==> config.mk <==
export PLATFORM = sky130hd
export DESIGN_NAME = fifo_frame_arb
export DESIGN_NICKNAME = d
export VERILOG_FILES = /design/src/rtl/fifo_frame_arb.sv
export SDC_FILE = /design/constraint.sdc
export NUM_CORES = 1
export LEC_CHECK = 0
export CORE_ASPECT_RATIO = 1.1
export CORE_MARGIN = 2
export CORE_UTILIZATION = 44
export CTS_CLUSTER_DIAMETER = 60
export DETAILED_ROUTE_END_ITERATION = 10
export PLACE_DENSITY = 0.89
export RECOVER_POWER = 25
export SETUP_SLACK_MARGIN = 0.1
export SYNTH_ARGS = -nofsm -noshare
export SYNTH_HDL_FRONTEND = slang
export SYNTH_SLANG_ARGS = --single-unit
==> constraint.sdc <==
create_clock -name clk -period 3.8 [get_ports clk]
set_input_delay 0.38 -clock clk [delete_from_list [all_inputs] [get_ports clk]]
set_output_delay 0.38 -clock clk [all_outputs]
set_load 0.01 [all_outputs]
==> src/rtl/fifo_frame_arb.sv <==
// fifo_frame_arb: round-robin frame arbiter between two sample channels feeding a FIFO write port.
// Also tracks FIFO occupancy so a frame is only granted when the FIFO has room for all of it.
module fifo_frame_arb #(
    parameter int DATA_WIDTH  = 16,
    parameter int DEPTH_WIDTH = 10,
    parameter int FRAME_LEN   = 256
) (
    input  logic                  clk,
    input  logic                  rst_n,
    input  logic                  enable,
    input  logic [1:0]            req_valid,
    input  logic [DATA_WIDTH-1:0] req_data0,
    input  logic [DATA_WIDTH-1:0] req_data1,
    output logic [1:0]            req_ready,
    input  logic                  fifo_wr_vld,
    output logic                  fifo_wr_en,
    output logic [DATA_WIDTH-1:0] fifo_wr_data,
    input  logic                  fifo_rd_pop,
    output logic                  grant_ch,
    output logic                  busy,
    output logic                  frame_start,
    output logic                  frame_done,
    output logic [DEPTH_WIDTH:0]  occupancy,
    output logic                  err_underflow
);
    typedef enum logic [1:0] {IDLE, XFER, DONE} state_t;

    localparam logic [DEPTH_WIDTH+1:0] DEPTH = (DEPTH_WIDTH+2)'(2**DEPTH_WIDTH);
    localparam logic [DEPTH_WIDTH+1:0] FLEN  = (DEPTH_WIDTH+2)'(FRAME_LEN);
    localparam logic [DEPTH_WIDTH-1:0] LAST  = DEPTH_WIDTH'(FRAME_LEN-1);

    state_t                 state, state_nxt;
    logic                   last_grant;
    logic                   first;
    logic                   beat;
    logic                   last_beat;
    logic                   can_start;
    logic                   pick;
    logic [DEPTH_WIDTH-1:0] beat_cnt;
    logic [DEPTH_WIDTH+1:0] space;

    assign space     = DEPTH - {1'b0, occupancy};
    assign can_start = enable && (|req_valid) && (space >= FLEN);
    assign pick      = (&req_valid) ? ~last_grant : req_valid[1];

    // State register
    always_ff @(posedge clk or negedge rst_n) begin
        if (!rst_n) state <= IDLE;
        else        state <= state_nxt;
    end

    // Next-state: start when a full frame fits, finish on the last beat, DONE lasts one cycle
    always_comb begin
        state_nxt = state;
        case (state)
            IDLE:    if (can_start) state_nxt = XFER;
            XFER:    if (last_beat) state_nxt = DONE;
            default: state_nxt = IDLE;
        endcase
    end

    // Outputs: handshake and write port are combinational on the granted channel
    always_comb begin
        beat         = (state == XFER) && req_valid[grant_ch] && fifo_wr_vld;
        last_beat    = beat && (beat_cnt == LAST);
        req_ready    = (state == XFER && fifo_wr_vld) ? (grant_ch ? 2'b10 : 2'b01) : 2'b00;
        fifo_wr_en   = beat;
        fifo_wr_data = grant_ch ? req_data1 : req_data0;
        busy         = state != IDLE;
        frame_done   = state == DONE;
        frame_start  = first;
    end

    // Grant, round-robin history, beat count and first-cycle flag
    always_ff @(posedge clk or negedge rst_n) begin
        if (!rst_n) begin
            grant_ch   <= 1'b0;
            last_grant <= 1'b1;
            beat_cnt   <= '0;
            first      <= 1'b0;
        end else begin
            first <= (state == IDLE) && can_start;
            if (state == IDLE && can_start) begin
                grant_ch <= pick;
                beat_cnt <= '0;
            end else if (beat) begin
                beat_cnt <= beat_cnt + 1'b1;
            end
            if (state == DONE) last_grant <= grant_ch;
        end
    end

    // Occupancy follows writes and pops; a pop from empty is flagged and ignored
    always_ff @(posedge clk or negedge rst_n) begin
        if (!rst_n) begin
            occupancy     <= '0;
            err_underflow <= 1'b0;
        end else if (beat && !fifo_rd_pop) begin
            occupancy <= occupancy + 1'b1;
        end else if (fifo_rd_pop && !beat) begin
            if (occupancy == '0) err_underflow <= 1'b1;
            else                 occupancy     <= occupancy - 1'b1;
        end
    end
endmodule

==> impl_metrics.env <==
export IMPL_status="finished clean"
export IMPL_whs_ns=0.488
export IMPL_clk_latency_ns=0.27
export IMPL_cts_sinks=27
export IMPL_drt_iter0_drc=63
export IMPL_grt_start_max_net_pins=28
export IMPL_dieArea_um2=4730
export IMPL_cts_made_buffers=3
export IMPL_syn_area_per_cell_um2=9.92
export IMPL_synth_distinct_cells=41
export IMPL_setup_viol=0
export IMPL_synthArstFlopShare_pct=100
export IMPL_r2r_cells=12
export IMPL_antenna_found_initial=0
export IMPL_required_ns=3.97
export IMPL_path_delay_family="compound AO/OA/AOI/OAI gates"
export IMPL_clock_skew_ns=0.00168
export IMPL_worst_slew_pin_slew_ns=1.45
export IMPL_crit_top_cell="ha_1"
export IMPL_p_leak_nw=1.14
export IMPL_synthTopCellsByArea="dfrtp_1 (35%), mux2_2 (10%), ha_1 (8.1%)"
export IMPL_viasPerCell=5.29
export IMPL_antenna_left=0
export IMPL_cp_num_buf_inv=2
export IMPL_drcViolationCount=0
export IMPL_critPathMaxStageDelay_ns=0.36
export IMPL_post_cts_buffers=0
export IMPL_drive_gt1_share_pct=15.6
export IMPL_yosys_warnings=0
export IMPL_synth_cell_area_um2=1850
export IMPL_reg2reg_setup_slack_ns=0.77
export IMPL_hpwl_mm=3.46
export IMPL_crit_type="reg2reg"
export IMPL_gp_congestion=0.865
export IMPL_grt_setup_unrepaired="no"
export IMPL_pin_count=74
export IMPL_synth_top_area_share_pct=35.3
export IMPL_maxSlewViolCount=0
export IMPL_relSlewSlack_pct=3.44
export IMPL_wl_per_cell_um=13.9
export IMPL_hp_start="err_underflow$_DFFE_PN0P_"
export IMPL_core_um2=3990
export IMPL_hold_path_end="err_underflow$_DFFE_PN0P_"
export IMPL_die_h_um=71.9
export IMPL_period_minus_slack_ns=3.03
export IMPL_final_hold_violation_count=0
export IMPL_cts_tree="built"
export IMPL_cts_max_level=1
export IMPL_path_cells="buf_4, mux2i_1, nor2_2, ha_1, inv_1, ha_1, o211ai_1, a21o_1, a21oi_1, or3_1, a211oi_1, o21ba_1"
export IMPL_die_w_um=65.8
export IMPL_critPathMaxFanout=21
export IMPL_reg2reg_from="grant_ch$_DFFE_PN0N_"
export IMPL_hold_depth=1
export IMPL_clkTransAtPathRegs_ns=0.09
export IMPL_ctsResizeCount=0
export IMPL_syn_inst=186
export IMPL_start_util_pct=46.2
export IMPL_grt_pass1_wl_mm=7.19
export IMPL_grt_pass1_vias=1568
export IMPL_ctsHoldBuffers=0
export IMPL_worstHoldPathType="reg2reg"
export IMPL_power_density_nw_per_um2=547
export IMPL_finalNetCount=315
export IMPL_max_freq_mhz=330
export IMPL_gr_total_overflow=0
export IMPL_seq_area_frac_synth_pct=36.7
export IMPL_syn_nets=238
export IMPL_arrival_ns=3.20
export IMPL_setup_tns_ns=0
export IMPL_ys_ff_latch=27
export IMPL_rows=24
export IMPL_first_pass_iters=4
export IMPL_r2r_end="occupancy[10]$_DFFE_PN0P_"
export IMPL_slowest_stage="or3_1"
export IMPL_clockBufferDepth=2
export IMPL_grtUsageTotal_pct=19.3
export IMPL_numPortBuffers=73
export IMPL_start_kind="flop"
export IMPL_area_delta_synth_final_pct=45.0
export IMPL_root_buffer="clkbuf_8"
export IMPL_synth_edf_count=0
export IMPL_worstSetupEndpointType="flop"
export IMPL_antenna_cells=0
export IMPL_synth_top_cell_by_area="dfrtp_1"
export IMPL_drt_wl_total_mm=4.38
export IMPL_fin_crit_sh_pct=79.6
export IMPL_max_cap_violations=0
export IMPL_power_w=0.00147
export IMPL_ir_worst_vdd_uv=441
export IMPL_synthFlopType="dfrtp_1"
export IMPL_num_vias=1662
[sequential cells by signal, indices dropped and copies added (netlist names)]
signal,cells
occupancy,11
beat_cnt,10
state,2
err_underflow,1
frame_start,1
grant_ch,1
last_grant,1
[kinds of logic after synthesis]
kind of cell / synth area share [%]
XOR/XNOR: 8.07
adder cells (fa/ha/maj): 9.22
buffers and inverters: 3.25
multiplexers: 10.9
flip-flops: 36.7
AND/OR/NAND/NOR: 18.1
AO/OA/AOI/OAI: 13.8
[power by group]
part           internal (W)  total, W  switching [W]
Sequential         0.000380  0.000491       0.000111
Clock             0.0000736  0.000166      0.0000921
Combinational      0.000421  0.000809       0.000388
Total              0.000874   0.00147       0.000591
[routing by layer]
layer  vias to the layer above  wire length (µm)  track usage (%)  part of all wire [%]
met5                         -                 0                0                     0
met4                         0                27             3.70                  0.62
met3                         2               355             5.43                   8.1
met2                        65              2320             35.5                    53
met1                       783              1680             22.2                    38
li1                        812                 -                -                     -
[area by class of cell]
type / instances / area [µm²]
Clock buffer: 3 / 41.3
Sequential cell: 27 / 677
Multi-Input combinational cell: 147 / 1110
Tap cell: 52 / 65.1
Timing Repair Buffer: 76 / 749
Fill cell: 309 / 1320
Inverter: 8 / 30.0
Clock inverter: 1 / 5.00
[per-stage QoR]
stage	worst slack [ns]	cells	area [µm²]	utilization [%]
after detailed placement	0.600	310	2630	65.9
final	0.773	314	2680	67.0
after global placement	0.678	310	2630	65.9
after floorplan	0.960	186	1850	-
after CTS	0.762	314	2680	67.1
after global routing	0.502	314	2680	67.0
[how the worst max path moves through the flow]
stage | start | cells past startpoint | end | slack [ns]
after floorplan | state[1]$_DFFE_PN0P_ | 11 | occupancy[10]$_DFFE_PN0P_ | 0.96
after global placement | fifo_wr_vld | 12 | occupancy[10]$_DFFE_PN0P_ | 0.68
after detailed placement | fifo_wr_vld | 12 | occupancy[10]$_DFFE_PN0P_ | 0.60
after CTS | grant_ch$_DFFE_PN0N_ | 12 | occupancy[10]$_DFFE_PN0P_ | 0.76
after global routing | grant_ch$_DFFE_PN0N_ | 12 | occupancy[10]$_DFFE_PN0P_ | 0.50
final | grant_ch$_DFFE_PN0N_ | 12 | occupancy[10]$_DFFE_PN0P_ | 0.77
[cell usage after synthesis, types with 2 or more instances]
master    number
a21o_1         3
dfrtp_1       26
o21ai_0       10
nand2_1       17
nand2b_1       3
mux2_2        17
xor2_1        12
ha_1          12
or3_1          2
clkbuf_1       2
or4_4          2
buf_6          2
o21ai_1        4
and4_1         2
nand4_1        4
a21oi_1       11
nand3_1        9
nor2_2         9
nor2_1         6
inv_1          8
xnor2_1        5
[placed cells by master, fill, tap and decap left out, types with 2 or more instances in the layout]
master	instances
inv_1	8
o21ai_1	4
nand2_1	17
ha_1	12
clkdlybuf4s50_1	72
dfrtp_1	26
a21oi_1	11
buf_4	2
nand3_1	9
a21o_1	3
or4_4	2
nor2_2	9
o21ai_0	10
clkbuf_8	3
xor2_1	12
and4_1	2
nand4_1	4
nor2_1	6
or3_1	2
xnor2_1	5
nand2b_1	3
mux2_2	17
Power figures use the tool's default switching activity.
